**config.mk**
```make
export PLATFORM = sky130hd
export DESIGN_NAME = pc_gen
export DESIGN_NICKNAME = d
export VERILOG_FILES = /design/src/rtl/pc_pkg.sv /design/src/rtl/pc_gen_ras.sv /design/src/rtl/pc_gen.sv
export SDC_FILE = /design/constraint.sdc
export NUM_CORES = 1
export LEC_CHECK = 0
export ABC_CLOCK_PERIOD_IN_PS = 2900
export CORE_MARGIN = 1
export CORE_UTILIZATION = 30
export CTS_CLUSTER_SIZE = 12
export DETAILED_ROUTE_END_ITERATION = 12
export MAX_ROUTING_LAYER = met4
export PLACE_DENSITY_LB_ADDON = 0.25
export RECOVER_POWER = 50
export SYNTH_ARGS = -nofsm -noshare
export SYNTH_HDL_FRONTEND = slang
export SYNTH_SLANG_ARGS = --single-unit
```
**constraint.sdc**
```tcl
create_clock -name clk -period 2.9 [get_ports clk]
set_input_delay 0.58 -clock clk [delete_from_list [all_inputs] [get_ports clk]]
set_output_delay 0.58 -clock clk [all_outputs]
set_load 0.1 [all_outputs]
```
**src/rtl/pc_pkg.sv**
```systemverilog
// Shared types, default addresses and the PC alignment helper for the fetch-stage PC generator.
package pc_pkg;

  typedef enum logic [2:0] {
    SEL_SEQ,
    SEL_RET,
    SEL_JMP,
    SEL_BR,
    SEL_EXC
  } next_sel_e;

  localparam logic [31:0] DEFAULT_RESET_PC   = 32'h0000_0000;
  localparam logic [31:0] DEFAULT_EXC_VECTOR = 32'h0000_0180;

  // Clears the low log2(inst_bytes) bits; inst_bytes must be a power of two.
  function automatic logic [63:0] align_pc(input logic [63:0] pc, input int unsigned inst_bytes);
    return pc & ~(64'(inst_bytes) - 64'd1);
  endfunction

endpackage

```
**src/rtl/pc_gen_ras.sv**
```systemverilog
// Circular return-address stack: top pointer mod DEPTH, saturating count, sticky overflow.
module ras_stack #(
  parameter int unsigned DEPTH = 4,
  parameter int unsigned WIDTH = 32
) (
  input  logic             clk,
  input  logic             reset,
  input  logic             push,
  input  logic             pop,
  input  logic             clear,
  input  logic [WIDTH-1:0] push_data,
  output logic [WIDTH-1:0] top_data,
  output logic             empty,
  output logic             overflow
);

  localparam int unsigned PTR_W = $clog2(DEPTH);
  localparam int unsigned CNT_W = $clog2(DEPTH) + 1;
  localparam logic [CNT_W-1:0] FULL = CNT_W'(DEPTH);

  logic [PTR_W-1:0] top_q, top_d;
  logic [CNT_W-1:0] count_q, count_d;
  logic             overflow_q, overflow_d;
  logic [WIDTH-1:0] mem_q [DEPTH];
  logic [WIDTH-1:0] mem_d [DEPTH];

  always_comb begin
    top_d      = top_q;
    count_d    = count_q;
    overflow_d = overflow_q;
    for (int unsigned i = 0; i < DEPTH; i++) mem_d[i] = mem_q[i];
    if (clear) begin
      top_d   = '0;
      count_d = '0;
    end else if (push) begin
      // When full, top+1 is the oldest slot, so the write drops it.
      top_d        = top_q + PTR_W'(1);
      mem_d[top_d] = push_data;
      if (count_q == FULL) overflow_d = 1'b1;
      else                 count_d    = count_q + CNT_W'(1);
    end else if (pop && count_q != '0) begin
      top_d   = top_q - PTR_W'(1);
      count_d = count_q - CNT_W'(1);
    end
  end

  always_ff @(negedge clk or posedge reset) begin
    if (reset) begin
      top_q      <= '0;
      count_q    <= '0;
      overflow_q <= 1'b0;
    end else begin
      top_q      <= top_d;
      count_q    <= count_d;
      overflow_q <= overflow_d;
    end
  end

  always_ff @(negedge clk) begin
    for (int unsigned i = 0; i < DEPTH; i++) mem_q[i] <= mem_d[i];
  end

  assign top_data = mem_q[top_q];
  assign empty    = (count_q == '0);
  assign overflow = overflow_q;

endmodule

```
**src/rtl/pc_gen.sv**
```systemverilog
// Fetch PC register with fixed-priority redirect arbitration and return-address prediction.
module pc_gen import pc_pkg::*; #(
  parameter int unsigned          PC_WIDTH   = 32,
  parameter logic [PC_WIDTH-1:0]  RESET_PC   = PC_WIDTH'(DEFAULT_RESET_PC),
  parameter logic [PC_WIDTH-1:0]  EXC_VECTOR = PC_WIDTH'(DEFAULT_EXC_VECTOR),
  parameter int unsigned          INST_BYTES = 4,
  parameter int unsigned          RAS_DEPTH  = 4
) (
  input  logic                clk,
  input  logic                reset,
  input  logic                stall,
  input  logic                exc_req,
  input  logic                br_taken,
  input  logic [PC_WIDTH-1:0] br_target,
  input  logic                jmp_req,
  input  logic                call_req,
  input  logic [PC_WIDTH-1:0] jmp_target,
  input  logic [PC_WIDTH-1:0] link_addr,
  input  logic                ret_req,
  input  logic [PC_WIDTH-1:0] ret_fallback,
  output logic [PC_WIDTH-1:0] pc_out,
  output logic [PC_WIDTH-1:0] pc_plus,
  output logic                redirected,
  output logic                ras_empty,
  output logic                ras_overflow
);

  function automatic logic [PC_WIDTH-1:0] align(input logic [PC_WIDTH-1:0] v);
    return PC_WIDTH'(align_pc(64'(v), INST_BYTES));
  endfunction

  logic [PC_WIDTH-1:0] pc_q, pc_d;
  logic                redirected_q, redirected_d;
  logic [PC_WIDTH-1:0] ras_top;
  logic                ras_push, ras_pop, ras_clear;
  next_sel_e           sel;

  assign pc_plus = pc_q + PC_WIDTH'(INST_BYTES);

  always_comb begin
    sel = SEL_SEQ;
    if (exc_req)                  sel = SEL_EXC;
    else if (br_taken)            sel = SEL_BR;
    else if (jmp_req || call_req) sel = SEL_JMP;
    else if (ret_req)             sel = SEL_RET;
  end

  // A stall freezes everything except an exception, so RAS side effects are gated here too.
  always_comb begin
    pc_d         = pc_q;
    redirected_d = redirected_q;
    ras_push     = 1'b0;
    ras_pop      = 1'b0;
    ras_clear    = exc_req;
    if (exc_req || !stall) begin
      redirected_d = (sel != SEL_SEQ);
      unique case (sel)
        SEL_EXC: pc_d = align(EXC_VECTOR);
        SEL_BR:  pc_d = align(br_target);
        SEL_JMP: begin
          pc_d     = align(jmp_target);
          ras_push = call_req;
        end
        SEL_RET: begin
          pc_d    = ras_empty ? align(ret_fallback) : align(ras_top);
          ras_pop = !ras_empty;
        end
        default: pc_d = align(pc_plus);
      endcase
    end
  end

  always_ff @(negedge clk or posedge reset) begin
    if (reset) begin
      pc_q         <= align(RESET_PC);
      redirected_q <= 1'b0;
    end else begin
      pc_q         <= pc_d;
      redirected_q <= redirected_d;
    end
  end

  ras_stack #(
    .DEPTH (RAS_DEPTH),
    .WIDTH (PC_WIDTH)
  ) u_ras (
    .clk       (clk),
    .reset     (reset),
    .push      (ras_push),
    .pop       (ras_pop),
    .clear     (ras_clear),
    .push_data (link_addr),
    .top_data  (ras_top),
    .empty     (ras_empty),
    .overflow  (ras_overflow)
  );

  assign pc_out     = pc_q;
  assign redirected = redirected_q;

endmodule

```
==> impl_metrics.csv, run 1 <==
group,metric,value,unit
die,placementRows,59,
synth,ys_seq_elements,157,
drt,dr.pass1.iters,10,
final_layout,multi_input_area,0.004469,mm^2
worst_setup_path,startpoint_type,"flip-flop",
outcome,status,"finished, violations left",
synth,netlist_area,0.007935,mm^2
clock_network,clk_pin_slew,50,ps
die,fp.coreArea,0.02598,mm^2
clock_network,cts_tree,"done",
worst_setup_path,slowest_delay,540,ps
job,drv_cap,0,
worst_setup_path,arrival,3780,ps
clock_network,root_buffer,"clkbuf_16",
sta,slew_headroom,0.3888,
final_layout,finish.utilization,0.6051,
worst_hold_path,min_path_cells,1,
grt,antenna_found_initial,5,
clock_network,cts.path.max_buffers,2,
sta,worst_slack,-1460,ps
worst_setup_path,ff2ff_setup_slack,520,ps
clock_network,cts_buffers,17,
sta,rsz0062_at_grt,"yes",
synth,synth_edf_count,120,
drt,wl_per_cell,19.62,um
grt,grt_max_degree,38,
drt,num_vias,7681,
drt,drc,0,
synth,seq_area_frac_synth,0.5708,
outcome,violations,"setup timing",
synth,ys_async_sr_fraction,0.2357,
final_layout,design_area,0.01572,mm^2
synth,yosysUniqueCellTypes,58,
sta,tightest_slew,916.9,ps
worst_hold_path,hp-start,"u_ras.overflow$_DFFE_NP0P_",
worst_setup_path,critPathKind,"reg2out",
synth,ys_warn_count,0,
sta,hold_viol_final,0,
die,die_h,164.6,um
worst_setup_path,critical-path-top-delay-family,"simple AND/OR/NAND/NOR gates",
placed_design,gp_congestion,0.8939,
drt,wirelength,30140,um
worst_hold_path,whs_endpoint,"u_ras.overflow$_DFFE_NP0P_",
sta,fin_skew,76.05,ps
final_layout,drive_gt1_frac,0.4498,
placed_design,port_buffers,190,
drt,drtIter0Drc,438,
final_layout,nets,1325,
synth,synthCells,651,
sta,slew_viol_final,0,
die,initial_utilization,0.3054,
synth,synth.avg_cell_area,12.19,um^2
grt,grt_pass1_vias,7902,
clock_network,cts_htree_levels,4,
placed_design,dpl-instance-area,0.01273,mm^2
final_layout,seq_area,0.004529,mm^2
die,dieWidth,164.6,um
worst_setup_path,crit_required,2320,ps
worst_setup_path,end_kind,"output pin",
worst_hold_path,worstHoldPathType,"reg2reg",
worst_setup_path,path_cells,"ha_4, nand3_4, or4_4, nor3_4, xor2_4, buf_12",
worst_setup_path,r2r_start,"pc_out[3]$_DFFE_NP0N_",
clock_network,clock_sinks,157,
sta,setup_viol,211,
worst_setup_path,cp_slowest_cell,"or4_4",
pwr,pwr_density_cell,511.3,mW/mm^2
placed_design,dp_slack,-1103,ps
worst_setup_path,crit_buf_inv,1,
die,die_area,0.02710,mm^2
final_layout,syn2layout_area_growth,98.14,%
pwr,leakage,6.534,nW
placed_design,hpwl,19540,um
drt,drtAntennaViolNets,0,
worst_setup_path,reg2reg_depth,12,
pwr,ir_worst_vdd,362.9,uV
worst_setup_path,worstReg2RegEnd,"pc_out[18]$_DFFE_NP0N_",
die,io-pin-count,203,
drt,vias_per_cell,5.001,
grt,grt_usage,0.2229,
synth,synthFlopType,"edfxtp_1",
grt,grt_pass1_wl,43450,um
grt,grt_overflow,0,
worst_setup_path,cp_max_fo,3,
clock_network,clkLatencyLatePin,480,ps
final_layout,fillers,1985,
## power by group
part / internal [mW] / switching (mW) / leakage (nW) / total [mW]
Sequential: 2.51 / 0.0550 / 1.55 / 2.57
Combinational: 1.06 / 1.47 / 4.05 / 2.52
Clock: 1.46 / 1.49 / 0.932 / 2.95
## state kept, by name (all words and copies together) (netlist names)
name	cells
pc_out	30
redirected	1
u_ras.count_q	3
u_ras.mem_q	120
u_ras.overflow	1
u_ras.top_q	2
## worst register-to-register path, stage by stage (launching register included)
cell	delay (ps)
dfrtn_1	470
ha_4	170
nand3_4	80
buf_4	140
buf_6	110
nor4_4	140
buf_6	160
and3_4	220
buf_4	120
buf_4	100
buf_4	100
o21ai_0	80
a221o_1	340
## per-layer routing
metal  GRT usage  vias up  part of all wire
met3     0.05851       52             0.059
met4     0.08465        0             0.020
li1            -     3587                 -
met1      0.2601     3787              0.40
met5           -        -                 0
met2      0.3675      255              0.52
## cell families after synthesis
logic type / count (synthesis) / synth area share
AOI/OAI and AO/OA: 142 / 0.1181
xor gates and xnor gates: 30 / 0.03311
adders and majority gates: 6 / 0.01041
buffers and inverters: 61 / 0.03264
DFF: 157 / 0.5708
muxes: 39 / 0.09650
other: 1 / 0.0004726
and+or+nand+nor: 215 / 0.1380
## how the worst max path moves through the flow
stage / startpoint / to / slack [ps] / cells past startpoint
2_1_floorplan: pc_out[2]$_DFFE_NP0N_ / pc_plus[31] / -2170 / 4
3_3_place_gp: pc_out[3]$_DFFE_NP0N_ / pc_plus[29] / -1070 / 7
3_5_place_dp: pc_out[3]$_DFFE_NP0N_ / pc_plus[29] / -1100 / 7
4_1_cts: pc_out[3]$_DFFE_NP0N_ / pc_plus[30] / -1460 / 6
5_1_grt: pc_out[3]$_DFFE_NP0N_ / pc_plus[10] / -1520 / 9
6_report: pc_out[3]$_DFFE_NP0N_ / pc_plus[30] / -1460 / 6
## cell usage in the layout, fill, tap and decap left out, drive strengths merged, types with 5 or more instances in the layout
| cell type | synthesis | layout |
|---|---|---|
| buf | 19 | 317 |
| inv | 11 | 139 |
| edfxtp | 120 | 120 |
| clkdlybuf4s50 | 0 | 99 |
| nand2 | 89 | 89 |
| a21oi | 45 | 45 |
| dfrtn | 37 | 37 |
| mux4 | 30 | 30 |
| nor2 | 29 | 30 |
| o21ai | 29 | 29 |
| nand3 | 22 | 22 |
| xnor2 | 20 | 20 |
| clkbuf | 31 | 19 |
| dlygate4sd3 | 0 | 19 |
| nand3b | 12 | 12 |
| nand4 | 12 | 12 |
| a22oi | 12 | 12 |
| xor2 | 10 | 10 |
| mux2i | 9 | 9 |
| and3 | 9 | 9 |
| o211ai | 8 | 8 |
| o221a | 8 | 8 |
| nor2b | 8 | 8 |
| or3 | 6 | 6 |
| diode | 0 | 5 |
| and2 | 5 | 5 |
| o22ai | 5 | 5 |
| nor3 | 5 | 5 |
| ha | 5 | 5 |
| and4 | 5 | 5 |
## cell usage after synthesis (all sizes together) (10+ instances only)
| cell | instances | area [um^2] |
|---|---|---|
| xor2 | 10 | 87.58 |
| inv | 11 | 41.29 |
| a21oi | 45 | 225.2 |
| o21ai | 29 | 145.1 |
| clkbuf | 31 | 116.4 |
| nand3 | 22 | 110.1 |
| dfrtn | 37 | 925.9 |
| buf | 19 | 101.4 |
| nand2 | 89 | 336.6 |
| a22oi | 12 | 90.09 |
| nand4 | 12 | 90.09 |
| nor2 | 29 | 108.9 |
| edfxtp | 120 | 3603 |
| mux4 | 30 | 675.7 |
| xnor2 | 20 | 175.2 |
| nand3b | 12 | 90.09 |
## area by class of cell
class                      count  share of cell area
inverter                      10            0.002865
clock inverter               135             0.03963
clock buffer                  17             0.02706
sequential                   157              0.2881
timing repair buffer         440              0.3307
multi-input combinational    437              0.2843
tap                          335             0.02666
antenna                        5           0.0007958
## per-stage QoR
stage	instances	setup TNS, ps	total power, mW	hold slack, ps
floorplan	654	-121190	4.198	424.2
global placement	1291	-171490	5.100	479.5
detailed placement	1291	-170920	5.109	483.7
CTS	1517	-63020	7.969	487.6
global route	1536	-68160	8.409	508.4
finish	1536	-60890	8.039	484.8
## repair_timing
action                     4_1_cts  5_1_grt
resized for setup              179      138
cloned                          10        3
pin swaps                       67       68
setup endpoints to repair      220      219
buffers inserted                67       34
hold buffers                     0        0
No activity file was read; power rests on OpenSTA's default activity.
==> run 2, diff against run 1 <==
--- a/config.mk
+++ b/config.mk
@@ -6,8 +6,9 @@
 export NUM_CORES = 1
 export LEC_CHECK = 0
 export ABC_CLOCK_PERIOD_IN_PS = 2900
+export CORE_ASPECT_RATIO = 1.25
 export CORE_MARGIN = 1
-export CORE_UTILIZATION = 30
+export CORE_UTILIZATION = 25
 export CTS_CLUSTER_SIZE = 12
 export DETAILED_ROUTE_END_ITERATION = 12
 export MAX_ROUTING_LAYER = met4
==> run 2 against run 1 <==
Effect of this change: the run still ends with setup timing left; register-to-register slack better by 40 ps; die area up 20%; clock skew down 15 ps; highest routed layer unchanged.
==> impl_metrics.csv, run 2 (same netlist as run 1, synthesis figures left out) <==
group,metric,value,unit
worst_setup_path,path_cells,"ha_4, nand3_4, or4_4, nor3_4, xor2_4, buf_12",
final_layout,top_register,"u_ras.mem_q",
worst_setup_path,end_kind,"output pin",
clock_network,clkLatencyLatePin,470,ps
pwr,p_total,8.090,mW
sta,tightest_slew,923.2,ps
clock_network,cts_buffers,17,
drt,drtIter0Drc,287,
pwr,leakage,6.656,nW
grt,grt_max_degree,38,
placed_design,hpwl,21480,um
worst_setup_path,cp_slowest_cell,"or4_4",
pwr,ir_worst_vdd,417.2,uV
final_layout,final_cell_mix,"inv_1, buf_4, edfxtp_1",
outcome,violations,"setup timing",
placed_design,dp.cells,1371,
drt,vias_per_cell,4.683,
worst_setup_path,arrival,3790,ps
worst_setup_path,reg2reg_depth,9,
clock_network,root_buffer,"clkbuf_16",
pwr,internal-power,5.124,mW
worst_setup_path,r2r_start,"pc_out[2]$_DFFE_NP0N_",
worst_setup_path,ff2ff_setup_slack,560,ps
clock_network,clk_pin_slew,50,ps
die,die_h,201.2,um
sta,slew_viol_final,0,
grt,antenna_found_initial,7,
grt,grt_overflow,0,
pwr,seq_power_share,0.318,
die,die_area,0.03246,mm^2
die,placementRows,72,
die,initial_utilization,0.2553,
grt,grt_pass1_vias,8193,
worst_setup_path,crit_required,2320,ps
worst_setup_path,startpoint,"pc_out[2]$_DFFE_NP0N_",
placed_design,port_buffers,190,
pwr,p_switching,2.967,mW
drt,drtAntennaViolNets,0,
sta,worst_slack,-1468,ps
final_layout,fillers,2653,
clock_network,clock_sinks,157,
grt,grt_usage,0.1948,
worst_setup_path,critPathKind,"reg2out",
worst_setup_path,startpoint_type,"flip-flop",
job,drv_cap,0,
pwr,pwr_density_cell,503.7,mW/mm^2
sta,slew_headroom,0.3845,
worst_hold_path,worstHoldPathType,"reg2reg",
drt,drc,0,
pwr,pwr-share-comb,0.315,
final_layout,final_common_cell,"inv_1",
clock_network,hold_buffers,0,
clock_network,cts.path.max_buffers,2,
clock_network,cts_tree,"done",
drt,wl_per_cell,18.72,um
pwr,pwr-share-clk,0.367,
sta,rsz0062_at_grt,"yes",
worst_setup_path,cp_max_fo,3,
grt,grt_pass1_wl,45710,um
sta,hold_viol_final,0,
final_layout,nets,1331,
worst_setup_path,crit_end,"pc_plus[30]",
sta,fin_skew,61.37,ps
worst_setup_path,worstReg2RegEnd,"pc_out[20]$_DFFE_NP0N_",
final_layout,drive_gt1_frac,0.4538,
final_layout,syn2layout_area_growth,102.4,%
placed_design,gp_congestion,0.8408,
drt,num_vias,7558,
sta,setup_viol,202,
clock_network,cts_htree_levels,4,
pwr,switching_share,0.3667,
worst_setup_path,slowest_delay,550,ps
outcome,status,"finished, violations left",
final_layout,instances_no_fill,1614,
drt,wirelength,30210,um
die,fp.coreArea,0.03108,mm^2
placed_design,dp_slack,-1104,ps
die,dieWidth,161.4,um
drt,dr.pass1.iters,4,
final_layout,largest_register_ffs,120,
die,io-pin-count,203,
==> run 2: changes by cell type in the layout (fill, tap and decap cells not counted), sizes merged <==
cell           previous run  this run
buf                     317       323
bufbuf                    0         1
bufinv                    1         2
clkbuf                   19        18
clkdlybuf4s50            99        95
clkinv                    3         9
diode                     5         6
dlygate4sd2               1         8
dlygate4sd3              19        17
dlymetal6s2s              2         1
inv                     139       131
==> run 2: repair_timing <==
action	in CTS	in global routing
endpoints found under the setup margin	220	217
resized for setup	205	92
buffers inserted	63	30
gates cloned	13	1
pin swaps	79	59
==> run 2: critical path, delay by kind of cell (launching register included) <==
kind	cells	cell delay, ps
buffers and inverters	1	190
DFF	1	480
xor gates and xnor gates	1	180
and+or+nand+nor	3	890
adders and majority gates	1	170
==> run 2: worst min-delay path by stage <==
stage,startpoint,to,slack [ps],depth (start not counted)
after floorplan,u_ras.count_q[1]$_DFFE_NP0P_,u_ras.count_q[1]$_DFFE_NP0P_,420,2
after global routing,u_ras.overflow$_DFFE_NP0P_,u_ras.overflow$_DFFE_NP0P_,500,1
after CTS,u_ras.overflow$_DFFE_NP0P_,u_ras.overflow$_DFFE_NP0P_,480,1
final,u_ras.overflow$_DFFE_NP0P_,u_ras.overflow$_DFFE_NP0P_,490,1
after detailed placement,u_ras.overflow$_DFFE_NP0P_,u_ras.overflow$_DFFE_NP0P_,480,1
after global placement,u_ras.overflow$_DFFE_NP0P_,u_ras.overflow$_DFFE_NP0P_,480,1
==> run 2: per-stage QoR <==
stage | setup TNS, ps | area [um^2] | utilization | hold slack, ps
after floorplan | -121190 | 8792 | - | 424.2
after detailed placement | -169070 | 12940 | 0.4163 | 483.4
after global placement | -167380 | 12940 | 0.4163 | 480.8
final | -65260 | 16060 | 0.5168 | 488.2
after CTS | -66650 | 15640 | 0.5033 | 484.2
after global routing | -73010 | 16060 | 0.5168 | 500.9
==> run 2: cell type report <==
| type | count | area, um^2 | share of cell area |
|---|---|---|---|
| Timing Repair Buffer | 446 | 5401 | 0.3363 |
| Sequential cell | 157 | 4529 | 0.2820 |
| Multi-Input combinational cell | 437 | 4478 | 0.2788 |
| Clock inverter | 134 | 656.9 | 0.04090 |
| Tap cell | 407 | 509.2 | 0.03171 |
| Clock buffer | 17 | 425.4 | 0.02649 |
| Inverter | 10 | 46.29 | 0.002882 |
| Antenna cell | 6 | 15.01 | 0.0009348 |
==> run 2: power groups by stage <==
stage	sequential, mW	combinational [mW]	clock [mW]
6_report	2.57	2.55	2.97
5_1_grt	2.58	2.66	3.26
4_1_cts	2.57	2.49	3.09
3_5_place_dp	2.59	2.32	0.248
3_3_place_gp	2.59	2.31	0.248
2_1_floorplan	2.96	0.987	0.248
==> run 2: layer usage <==
metal	vias to the layer above	track usage	wire length (um)
met5	-	-	0
met2	198	0.3414	16590
met1	3731	0.2046	11290
met3	40	0.04968	1634
met4	0	0.08625	701
li1	3589	-	-
